<file path="config.mk">
export PLATFORM = sky130hd
export DESIGN_NAME = bus_arbiter_flat
export DESIGN_NICKNAME = d
export VERILOG_FILES = /design/src/rtl/bus_pkg.sv /design/src/rtl/bus_arbiter_if.sv /design/src/rtl/bus_arbiter_rr_picker.sv /design/src/rtl/bus_arbiter.sv /design/src/flat_wrapper.sv
export SDC_FILE = /design/constraint.sdc
export NUM_CORES = 1
export LEC_CHECK = 0
export ABC_CLOCK_PERIOD_IN_PS = 3020
export CAP_MARGIN = 20
export CORE_AREA = 2 2 421 423
export DETAILED_ROUTE_END_ITERATION = 10
export DIE_AREA = 0 0 423 425
export PLACE_DENSITY = 0.3
export SLEW_MARGIN = 20
export SYNTH_ARGS = -nofsm -noshare
export SYNTH_HDL_FRONTEND = slang
export SYNTH_HIERARCHICAL = 1
export SYNTH_SLANG_ARGS = --single-unit
</file>
<file path="constraint.sdc">
create_clock -name clk -period 3.02 [get_ports clk]
set_clock_uncertainty 0.1 [all_clocks]
set_input_delay 0.453 -clock clk [delete_from_list [all_inputs] [get_ports clk]]
set_output_delay 0.453 -clock clk [all_outputs]
set_load 0.02 [all_outputs]
</file>
<file path="src/rtl/bus_pkg.sv">
// Shared bus definitions: command encodings and arbiter FSM states,
// common to the arbiter, the memory controller and the cache blocks.
package bus_pkg;

  localparam int WORD_BITS = 32;

  typedef enum logic [1:0] {
    CMD_NONE      = 2'b00,
    CMD_READ      = 2'b01,
    CMD_UPGRADE   = 2'b10,
    CMD_WRITEBACK = 2'b11
  } bus_cmd_e;

  typedef enum logic [1:0] {
    ST_IDLE  = 2'b00,
    ST_ISSUE = 2'b01,
    ST_WAIT  = 2'b10,
    ST_RESP  = 2'b11
  } arb_state_e;

  // Only reads need a data phase from memory; upgrades and writebacks
  // complete straight after the bus cycle.
  function automatic logic cmd_is_read(input logic [1:0] cmd);
    return cmd == CMD_READ;
  endfunction

endpackage

</file>
<file path="src/rtl/bus_arbiter_if.sv">
// Bundle of requester, snoop, memory and shared-bus signals around the
// arbiter. The master modport is the arbiter itself (it owns the shared
// bus); the slave modport is the surrounding caches and memory.
interface bus_arbiter_if #(
  parameter int ADDR_BITS  = 8,
  parameter int LINE_WORDS = 4,
  parameter int N_MASTERS  = 4
);
  import bus_pkg::*;

  localparam int LINE_BITS = LINE_WORDS * WORD_BITS;

  logic [N_MASTERS-1:0]           req;
  logic [N_MASTERS*ADDR_BITS-1:0] req_addr;
  logic [N_MASTERS*2-1:0]         req_cmd;
  logic [N_MASTERS*LINE_BITS-1:0] req_wdata;
  logic                           snoop_dirty;
  logic [LINE_BITS-1:0]           snoop_data;
  logic [LINE_BITS-1:0]           mem_rdata;
  logic                           mem_valid;

  logic [N_MASTERS-1:0]           gnt;
  logic [N_MASTERS-1:0]           done;
  logic                           err;
  logic [LINE_BITS-1:0]           resp_data;
  logic                           bus_valid;
  logic [ADDR_BITS-1:0]           bus_addr;
  logic [1:0]                     bus_cmd;
  logic [LINE_BITS-1:0]           bus_wdata;
  logic                           bus_dirty;

  modport master (
    input  req, req_addr, req_cmd, req_wdata,
    input  snoop_dirty, snoop_data, mem_rdata, mem_valid,
    output gnt, done, err, resp_data,
    output bus_valid, bus_addr, bus_cmd, bus_wdata, bus_dirty
  );

  modport slave (
    output req, req_addr, req_cmd, req_wdata,
    output snoop_dirty, snoop_data, mem_rdata, mem_valid,
    input  gnt, done, err, resp_data,
    input  bus_valid, bus_addr, bus_cmd, bus_wdata, bus_dirty
  );

endinterface

</file>
<file path="src/rtl/bus_arbiter_rr_picker.sv">
// Round-robin selector: scans the request vector starting at ptr and
// wrapping past the top master, returning the first requester one-hot.
module rr_picker #(
  parameter int N     = 4,
  parameter int PTR_W = 2
) (
  input  logic [N-1:0]     req,
  input  logic [PTR_W-1:0] ptr,
  output logic [N-1:0]     winner
);

  logic             found;
  logic [PTR_W-1:0] idx;
  int               pos;

  // First requester at or above ptr (modulo N) wins.
  always_comb begin
    winner = '0;
    found  = 1'b0;
    idx    = '0;
    pos    = 0;
    for (int i = 0; i < N; i++) begin
      pos = int'(ptr) + i;
      if (pos >= N) begin
        pos = pos - N;
      end
      idx = PTR_W'(pos);
      if (!found && req[idx]) begin
        winner[idx] = 1'b1;
        found       = 1'b1;
      end
    end
  end

endmodule

</file>
<file path="src/rtl/bus_arbiter.sv">
// Snooping-bus arbiter: grants one cache requester at a time, issues its
// command on the shared bus for one cycle, collects the line from a dirty
// snooper or from memory (with a timeout), and pulses done to the owner.
module bus_arbiter
  import bus_pkg::*;
#(
  parameter int ADDR_BITS  = 8,
  parameter int LINE_WORDS = 4,
  parameter int N_MASTERS  = 4,
  parameter int TIMEOUT    = 15
) (
  input logic           clk,
  input logic           rst,
  bus_arbiter_if.master bus
);

  localparam int LINE_BITS = LINE_WORDS * WORD_BITS;
  localparam int PTR_W     = (N_MASTERS > 1) ? $clog2(N_MASTERS) : 1;
  localparam int CNT_W     = $clog2(TIMEOUT + 1);

  arb_state_e               state_q, state_d;
  logic [N_MASTERS-1:0]     gnt_q, gnt_d;
  logic [N_MASTERS-1:0]     done_q, done_d;
  logic                     err_q, err_d;
  logic [LINE_BITS-1:0]     resp_data_q, resp_data_d;
  logic                     bus_valid_q, bus_valid_d;
  logic [ADDR_BITS-1:0]     bus_addr_q, bus_addr_d;
  logic [1:0]               bus_cmd_q, bus_cmd_d;
  logic [LINE_BITS-1:0]     bus_wdata_q, bus_wdata_d;
  logic [PTR_W-1:0]         ptr_q, ptr_d;
  logic [CNT_W-1:0]         wait_cnt_q, wait_cnt_d;

  logic [N_MASTERS-1:0]     winner;
  logic [ADDR_BITS-1:0]     sel_addr;
  logic [1:0]               sel_cmd;
  logic [LINE_BITS-1:0]     sel_wdata;
  logic [PTR_W-1:0]         ptr_next;

  rr_picker #(
    .N     (N_MASTERS),
    .PTR_W (PTR_W)
  ) u_rr_picker (
    .req    (bus.req),
    .ptr    (ptr_q),
    .winner (winner)
  );

  // Mux the winner's request fields and compute the pointer just above it.
  always_comb begin
    sel_addr  = '0;
    sel_cmd   = '0;
    sel_wdata = '0;
    ptr_next  = ptr_q;
    for (int i = 0; i < N_MASTERS; i++) begin
      if (winner[i]) begin
        sel_addr  = bus.req_addr[i*ADDR_BITS +: ADDR_BITS];
        sel_cmd   = bus.req_cmd[i*2 +: 2];
        sel_wdata = bus.req_wdata[i*LINE_BITS +: LINE_BITS];
        ptr_next  = (i == N_MASTERS - 1) ? '0 : PTR_W'(i + 1);
      end
    end
  end

  // Transaction FSM: grant in IDLE, one bus cycle in ISSUE, data phase in WAIT, done pulse in RESP.
  always_comb begin
    state_d     = state_q;
    gnt_d       = gnt_q;
    done_d      = '0;
    err_d       = 1'b0;
    resp_data_d = resp_data_q;
    bus_valid_d = 1'b0;
    bus_addr_d  = bus_addr_q;
    bus_cmd_d   = bus_cmd_q;
    bus_wdata_d = bus_wdata_q;
    ptr_d       = ptr_q;
    wait_cnt_d  = wait_cnt_q;
    unique case (state_q)
      ST_IDLE: begin
        if (|bus.req) begin
          state_d     = ST_ISSUE;
          gnt_d       = winner;
          bus_valid_d = 1'b1;
          bus_addr_d  = sel_addr;
          bus_cmd_d   = sel_cmd;
          bus_wdata_d = sel_wdata;
          ptr_d       = ptr_next;
        end
      end
      ST_ISSUE: begin
        if (cmd_is_read(bus_cmd_q)) begin
          if (bus.snoop_dirty) begin
            resp_data_d = bus.snoop_data;
            done_d      = gnt_q;
            state_d     = ST_RESP;
          end else begin
            wait_cnt_d = '0;
            state_d    = ST_WAIT;
          end
        end else begin
          done_d  = gnt_q;
          state_d = ST_RESP;
        end
      end
      ST_WAIT: begin
        if (bus.mem_valid) begin
          resp_data_d = bus.mem_rdata;
          done_d      = gnt_q;
          state_d     = ST_RESP;
        end else if (wait_cnt_q == CNT_W'(TIMEOUT - 1)) begin
          resp_data_d = '0;
          err_d       = 1'b1;
          done_d      = gnt_q;
          state_d     = ST_RESP;
        end else begin
          wait_cnt_d = wait_cnt_q + 1'b1;
        end
      end
      ST_RESP: begin
        gnt_d   = '0;
        state_d = ST_IDLE;
      end
      default: begin
        gnt_d   = '0;
        state_d = ST_IDLE;
      end
    endcase
  end

  // State and registered outputs; reset abandons any transaction in flight.
  always_ff @(posedge clk or negedge rst) begin
    if (!rst) begin
      state_q     <= ST_IDLE;
      gnt_q       <= '0;
      done_q      <= '0;
      err_q       <= 1'b0;
      resp_data_q <= '0;
      bus_valid_q <= 1'b0;
      bus_addr_q  <= '0;
      bus_cmd_q   <= '0;
      bus_wdata_q <= '0;
      ptr_q       <= '0;
      wait_cnt_q  <= '0;
    end else begin
      state_q     <= state_d;
      gnt_q       <= gnt_d;
      done_q      <= done_d;
      err_q       <= err_d;
      resp_data_q <= resp_data_d;
      bus_valid_q <= bus_valid_d;
      bus_addr_q  <= bus_addr_d;
      bus_cmd_q   <= bus_cmd_d;
      bus_wdata_q <= bus_wdata_d;
      ptr_q       <= ptr_d;
      wait_cnt_q  <= wait_cnt_d;
    end
  end

  assign bus.gnt       = gnt_q;
  assign bus.done      = done_q;
  assign bus.err       = err_q;
  assign bus.resp_data = resp_data_q;
  assign bus.bus_valid = bus_valid_q;
  assign bus.bus_addr  = bus_addr_q;
  assign bus.bus_cmd   = bus_cmd_q;
  assign bus.bus_wdata = bus_wdata_q;
  assign bus.bus_dirty = bus_valid_q & bus.snoop_dirty;

endmodule

</file>
<file path="src/flat_wrapper.sv">
// flat-port wrapper written by rule: the top's interface ports become plain ports
module bus_arbiter_flat import bus_pkg::*;
#(
  parameter int ADDR_BITS  = 8,
  parameter int LINE_WORDS = 4,
  parameter int N_MASTERS  = 4,
  parameter int TIMEOUT    = 15
)
  (clk, rst, bus_req, bus_req_addr, bus_req_cmd, bus_req_wdata, bus_snoop_dirty, bus_snoop_data, bus_mem_rdata, bus_mem_valid, bus_gnt, bus_done, bus_err, bus_resp_data, bus_bus_valid, bus_bus_addr, bus_bus_cmd, bus_bus_wdata, bus_bus_dirty);
  bus_arbiter_if #(.ADDR_BITS(ADDR_BITS), .LINE_WORDS(LINE_WORDS), .N_MASTERS(N_MASTERS)) bus_i ();
  input logic clk;
  input logic rst;
  input wire logic [$bits(bus_i.req)-1:0] bus_req;
  input wire logic [$bits(bus_i.req_addr)-1:0] bus_req_addr;
  input wire logic [$bits(bus_i.req_cmd)-1:0] bus_req_cmd;
  input wire logic [$bits(bus_i.req_wdata)-1:0] bus_req_wdata;
  input wire logic [$bits(bus_i.snoop_dirty)-1:0] bus_snoop_dirty;
  input wire logic [$bits(bus_i.snoop_data)-1:0] bus_snoop_data;
  input wire logic [$bits(bus_i.mem_rdata)-1:0] bus_mem_rdata;
  input wire logic [$bits(bus_i.mem_valid)-1:0] bus_mem_valid;
  output wire logic [$bits(bus_i.gnt)-1:0] bus_gnt;
  output wire logic [$bits(bus_i.done)-1:0] bus_done;
  output wire logic [$bits(bus_i.err)-1:0] bus_err;
  output wire logic [$bits(bus_i.resp_data)-1:0] bus_resp_data;
  output wire logic [$bits(bus_i.bus_valid)-1:0] bus_bus_valid;
  output wire logic [$bits(bus_i.bus_addr)-1:0] bus_bus_addr;
  output wire logic [$bits(bus_i.bus_cmd)-1:0] bus_bus_cmd;
  output wire logic [$bits(bus_i.bus_wdata)-1:0] bus_bus_wdata;
  output wire logic [$bits(bus_i.bus_dirty)-1:0] bus_bus_dirty;
  assign bus_i.req = bus_req;
  assign bus_i.req_addr = bus_req_addr;
  assign bus_i.req_cmd = bus_req_cmd;
  assign bus_i.req_wdata = bus_req_wdata;
  assign bus_i.snoop_dirty = bus_snoop_dirty;
  assign bus_i.snoop_data = bus_snoop_data;
  assign bus_i.mem_rdata = bus_mem_rdata;
  assign bus_i.mem_valid = bus_mem_valid;
  assign bus_gnt = bus_i.gnt;
  assign bus_done = bus_i.done;
  assign bus_err = bus_i.err;
  assign bus_resp_data = bus_i.resp_data;
  assign bus_bus_valid = bus_i.bus_valid;
  assign bus_bus_addr = bus_i.bus_addr;
  assign bus_bus_cmd = bus_i.bus_cmd;
  assign bus_bus_wdata = bus_i.bus_wdata;
  assign bus_bus_dirty = bus_i.bus_dirty;
  bus_arbiter #(.ADDR_BITS(ADDR_BITS), .LINE_WORDS(LINE_WORDS), .N_MASTERS(N_MASTERS), .TIMEOUT(TIMEOUT)) u_core (.clk(clk), .rst(rst), .bus(bus_i));
endmodule
</file>
# Word-level counts from Yosys, hierarchy flattened

Cells that the tools add are included.

Register bits: 284
Input port bits: 816
Output and inout port bits: 277
Word-level logic and storage cells: 139

$add $sub $neg: 8
Magnitude comparators: 12
Equality and inequality tests: 12
Mux-type cells: 71
Bitwise logic cells: 4
Reduce and logical (&&, ||, !) cells: 21

Operators by type and width:

| kind                                                              | count |
|---|---|
| 2-to-1 mux 128 bit                                                | 8 |
| case mux 128 bit (2 select lines)                                 | 1 |
| 2-to-1 mux 4 bit                                                  | 13 |
| 2-to-1 mux 8 bit                                                  | 4 |
| 2-to-1 mux 2 bit                                                  | 15 |
| case mux 4 bit (2 select lines)                                   | 3 |
| 2-to-1 mux 1 bit                                                  | 18 |
| < comparator 2 x 3 -> 1 bit, second input constant                | 4 |
| OR 4 bit                                                          | 3 |
| greater-or-equal comparator 3 bit, second input constant          | 3 |
| binary-select mux 1 bit (select 2 bit)                            | 4 |
| demux 1 bit (select 2 bit)                                        | 4 |
| greater-or-equal comparator 2 x 1 -> 1 bit, second input constant | 4 |
| inequality test 2 bit, second input constant                      | 4 |
| case mux 2 bit (4 select lines)                                   | 1 |
| subtractor 2 x 1 -> 2 bit, second input constant                  | 4 |
| logical AND 1 bit                                                 | 7 |
| adder 2 x 2 -> 3 bit, second input constant                       | 2 |
| AND reduction 2 bit                                               | 3 |
| AND reduction 5 bit                                               | 1 |
| adder 4 x 1 -> 4 bit, second input constant                       | 1 |
| equality test 2 x 1 -> 1 bit, second input constant               | 2 |
| equality test 2 bit, second input constant                        | 2 |
| equality test 4 bit, second input constant                        | 1 |
| other kinds (12)                                                  | 16 |

# Logic depth before layout (Yosys ltp)

Depth in word-level cells: 18
Mapped depth: 14
Gate-level depth less buffers: 10

# By module

The synthesis kept the hierarchy.

By module, submodules not included:

| module      | instances | cells each | area an instance (sq um) | seq. area each (sq um) |
|---|---|---|---|---|
| bus_arbiter | 1         | 2023       | 15616.2                  | 7106.8 |
| rr_picker   | 1         | 36         | 337.8                    | 0.0 |

# Least setup slack after synthesis

Ideal clock, no wire load.

Path type: register -> register
From: register u_core.ptr_q[0]
To: register u_core.bus_addr_q[0] (netlist: u_core/bus.bus_addr[0])
Arrival time: 2.828 ns
Path slack: -0.030 ns
Stages on the path, launching flop included: 15
Buffers on the path: 4
Clock period less this slack: 3.050 ns
Path through: dfrtp_1 inv_1 ha_1 mux4_2 nor4b_4 nand2_1 o211ai_1 buf_4 buf_6 nor2_1 and2_2 buf_4 buf_4 a21oi_1 o21ai_1

RTL lines:

| what                                                                          | line                        | text |
|---|---|---|
| from (decl)                                                                   | bus_arbiter.sv:30           | `logic [PTR_W-1:0] ptr_q, ptr_d;` |
| from (signal assigned)                                                        | bus_arbiter.sv:153          | `ptr_q <= ptr_d;` |
| parallel branches: the longest is 13 deep, another holds adder 2 x 1 -> 3 bit | -                           |  |
| 2-to-1 mux 4 bit (*)                                                          | bus_arbiter_rr_picker.sv:28 | `if (!found && req[idx]) begin` |
| named net u_core.winner[2]                                                    | bus_arbiter.sv:33           | `logic [N_MASTERS-1:0] winner;` |
| 2-to-1 mux 8 bit (*) (2 in series)                                            | bus_arbiter.sv:55           | `if (winner[i]) begin` |
| to (signal assigned)                                                          | bus_arbiter.sv:150          | `bus_addr_q <= bus_addr_d;` |
| to (decl)                                                                     | bus_arbiter.sv:27           | `logic [ADDR_BITS-1:0] bus_addr_q, bus_addr_d;` |

Mark *: on every way through the listed nets, which the timed path passes. The select of a mux whose other input is x is not followed.
A chain may end at the register's enable or synchronous reset.

# Final worst setup path

From: register u_core.ptr_q[1]
To: register u_core.bus_wdata_q[59] (netlist: u_core/bus.bus_wdata[59])

RTL lines:

| what                                                                          | line                        | text |
|---|---|---|
| parallel branches: the longest is 13 deep, another holds adder 2 x 1 -> 3 bit | -                           |  |
| 2-to-1 mux 4 bit (*)                                                          | bus_arbiter_rr_picker.sv:28 |  |
| named net u_core.winner[1]                                                    | bus_arbiter.sv:33           |  |
| 2-to-1 mux 128 bit (*) (3 in series)                                          | bus_arbiter.sv:55           |  |
| to (signal assigned)                                                          | bus_arbiter.sv:152          | `bus_wdata_q <= bus_wdata_d;` |
| to (decl)                                                                     | bus_arbiter.sv:29           | `logic [LINE_BITS-1:0] bus_wdata_q, bus_wdata_d;` |

Marks and branches as above.

==> impl_metrics.env <==
export IMPL_yosys_warnings=6
export IMPL_die_area_um2=180000
export IMPL_synthArstFlopShare_pct=100
export IMPL_clockRootBuffer="clkbuf_16"
export IMPL_numCtsBuffers=45
export IMPL_startpoint="u_core/ptr_q[1]$_DFFE_PN0P_"
export IMPL_hold_path_class="input pin to flip-flop"
export IMPL_globalplace_congestion=0.848
export IMPL_timing_max_cap_violations=0
export IMPL_synth_edf_count=0
export IMPL_slowest_delay_ns=0.54
export IMPL_grt_pass1_vias=20571
export IMPL_min_from="bus_req_wdata[432]"
export IMPL_avgSynthCellArea_um2=7.75
export IMPL_outcome="complete, but fails checks"
export IMPL_ant_nets=0
export IMPL_drc=0
export IMPL_r2r_worst_path_cells=13
export IMPL_peakVddDrop_v=0.000559
export IMPL_rows=154
export IMPL_vias=20152
export IMPL_crit_path_end_kind="flip-flop"
export IMPL_worstPathCellList="buf_6 > mux4_2 > nor4b_4 > nand2_1 > o211ai_1 > buf_4 > buf_12 > clkbuf_16 > clkbuf_16 > nand2_2 > o21ai_1 > a21oi_1 > o21ai_1"
export IMPL_critPathArrivalTime_ns=3.52
export IMPL_drive_gt1_share_pct=18.6
export IMPL_cts_sinks=284
export IMPL_syn_inst=2059
export IMPL_tightestPinTransition_ns=0.790
export IMPL_pin_count=1093
export IMPL_post_synth_top_area_fraction_pct=44.5
export IMPL_r2r_start="u_core/ptr_q[1]$_DFFE_PN0P_"
export IMPL_cts_max_level=2
export IMPL_wl_um=136000
export IMPL_netlist_area_um2=16000
export IMPL_syn_nets=2888
export IMPL_clock_latency_ns=0.61
export IMPL_grtUsageTotal_pct=13.5
export IMPL_hpwl_um=102000
export IMPL_cts_clk_slew_worst_paths_ns=0.06
export IMPL_start_kind="flip-flop"
export IMPL_ys_seq_area_share_pct=44.5
export IMPL_finalInstanceArea_um2=35200
export IMPL_area_growth_pct=120
export IMPL_start_util_pct=9.10
export IMPL_port_buffers=1092
export IMPL_setup_viol=32
export IMPL_hold_violations=0
export IMPL_dpl_cell_area_um2=30700
export IMPL_antenna_found_initial=44
export IMPL_critPathKind="flip-flop to flip-flop"
export IMPL_overflow=0
export IMPL_p_per_area_nw_per_um2=1320
export IMPL_nets=4091
export IMPL_synth_cell_types=45
export IMPL_finalSetupTns_ns=-0.563
export IMPL_yosysTopAreaCell="dfrtp_1"
export IMPL_first_pass_iters=5
export IMPL_required_ns=3.46
export IMPL_fin_crit_ns=3.08
export IMPL_crit_fanout=6
export IMPL_r2r_slack_ns=-0.06
export IMPL_timing_rr_end="u_core/bus.bus_wdata[59]$_DFFE_PN0P_"
export IMPL_cp_endpoint="u_core/bus.bus_wdata[59]$_DFFE_PN0P_"
export IMPL_routed_via_density=3.57
export IMPL_synth_main_ff_cell="dfrtp_1"
export IMPL_grt_max_degree=64
export IMPL_final_cell_mix="clkdlybuf4s50_1, a21oi_1, dfrtp_1"
export IMPL_fp_dieW_um=423
export IMPL_detail_route_wl_per_cell_um=24.1
export IMPL_p_leak_nw=13.2
export IMPL_fmax_mhz=325
export IMPL_drv_slew=0
export IMPL_setup_slack_ns=-0.0565
export IMPL_drtIter0Drc=846
export IMPL_clockBufferDepth=3
export IMPL_synthTopCellsByArea="dfrtp_1, a21oi_1, o21ai_0, nand2_1, nor2b_1"
export IMPL_grt_pass1_wl_um=171000
export IMPL_rsz0062_at_grt="true"
export IMPL_finalCritPeriodShare_pct=102
export IMPL_core_area_um2=175000
export IMPL_synth_seq_cells=284
export IMPL_crit_slowest_cell="mux4_2"
export IMPL_relSlewSlack_pct=47.3
export IMPL_final_common_cell="clkdlybuf4s50_1"
export IMPL_cts_tree="built"
export IMPL_die_h_um=425
export IMPL_violations="negative setup slack"
==> state kept, by name (all words and copies together), names as in the netlist <==
signal / cells
u_core/bus.bus_addr: 8
u_core/bus.bus_cmd: 2
u_core/bus.bus_valid: 1
u_core/bus.bus_wdata: 128
u_core/bus.done: 4
u_core/bus.err: 1
u_core/bus.gnt: 4
u_core/bus.resp_data: 128
u_core/ptr_q: 2
u_core/state_q: 2
u_core/wait_cnt_q: 4
==> power by group <==
group / internal (mW) / total, mW / switching, mW
clock network: 3.33 / 5.66 / 2.33
logic: 14.8 / 33.8 / 19.0
registers: 5.82 / 6.93 / 1.11
total: 24.0 / 46.4 / 22.4
==> critical path, delay by kind of cell, from the launching register on <==
kind	cells	cell delay (ns)
buffers and inverters	5	0.84
flip-flops	1	0.41
multiplexers	1	0.54
AND/OR/NAND/NOR	3	0.52
AO/OA/AOI/OAI	4	0.60
==> layout make-up <==
class / count / area [um2]
fillers: 19579 / 140000
repair buffers: 1338 / 14300
multi-input cells: 1580 / 9170
flip-flops and latches: 284 / 7110
well taps: 2340 / 2930
clock buffers: 64 / 1300
clock inverters: 16 / 223
inverters: 12 / 73.8
diodes: 11 / 27.5
repair inverters: 1 / 11.3
==> what timing repair did <==
action / CTS / global route
gates resized for setup: 114 / 523
setup buffers: 19 / 32
pin swaps: 11 / 160
setup endpoints to repair: 100 / 139
gates cloned: 4 / 30
endpoints found under the hold margin: 52 / 0
hold buffers: 1 / 0
==> cells by family after synthesis <==
| logic type | count (synthesis) | share of synthesized area, % |
|---|---|---|
| compound gates | 982 | 31.3 |
| simple gates | 580 | 16.3 |
| flops | 284 | 44.5 |
| buf+inv | 195 | 6.16 |
| fa+ha+maj | 13 | 1.02 |
| mux | 5 | 0.682 |
==> worst min path at each step <==
stage / end / slack, ns / cells after the start
floorplan: u_core/bus.bus_addr[0]$_DFFE_PN0P_ / 0.06 / 0
global placement: u_core/bus.bus_wdata[55]$_DFFE_PN0P_ / 0.37 / 2
detailed placement: u_core/bus.bus_wdata[120]$_DFFE_PN0P_ / 0.38 / 2
CTS: u_core/bus.bus_wdata[45]$_DFFE_PN0P_ / 0.28 / 3
global route: u_core/bus.bus_wdata[44]$_DFFE_PN0P_ / 0.32 / 3
finish: u_core/bus.bus_wdata[48]$_DFFE_PN0P_ / 0.35 / 3
==> per-layer routing <==
layer / global-route usage (%) / vias up / share of wire, %
met5: 0 / - / 0.053
met3: 3.67 / 151 / 5.9
met1: 14.5 / 9714 / 37
met4: 2.61 / 12 / 1.9
met2: 26.2 / 707 / 55
li1: - / 9568 / -
==> per-stage QoR <==
stage / cells / hold WS (ns) / power (mW) / util, % / worst slack, ns
finish: 5646 / 0.351 / 46.4 / 20.1 / -0.0565
global route: 5641 / 0.316 / 49.8 / 20.1 / -0.171
CTS: 5577 / 0.284 / 40.9 / 18.7 / -0.0253
detailed placement: 5474 / 0.376 / 33.4 / 17.5 / -0.697
global placement: 5474 / 0.368 / 33.4 / 17.5 / -0.757
floorplan: 2059 / 0.0574 / 20.0 / - / 0.0687
==> synth_stat cells, types with 2 or more instances <==
cell type and instances:
clkbuf_1 69, inv_1 10, buf_1 18, buf_4 9, o21ai_1 139, mux4_2 2, nor2_1 132, a21o_2 4
buf_2 65, and2_1 7, dfrtp_1 284, a21oi_1 543, mux4_1 2, nand2_1 291, nand2b_1 3, clkbuf_2 4
nand3_1 3, o211ai_1 4, ha_1 13, nor2b_1 135, inv_2 2, buf_6 17, o21ai_0 281
No activity file was read; power rests on OpenSTA's default activity.
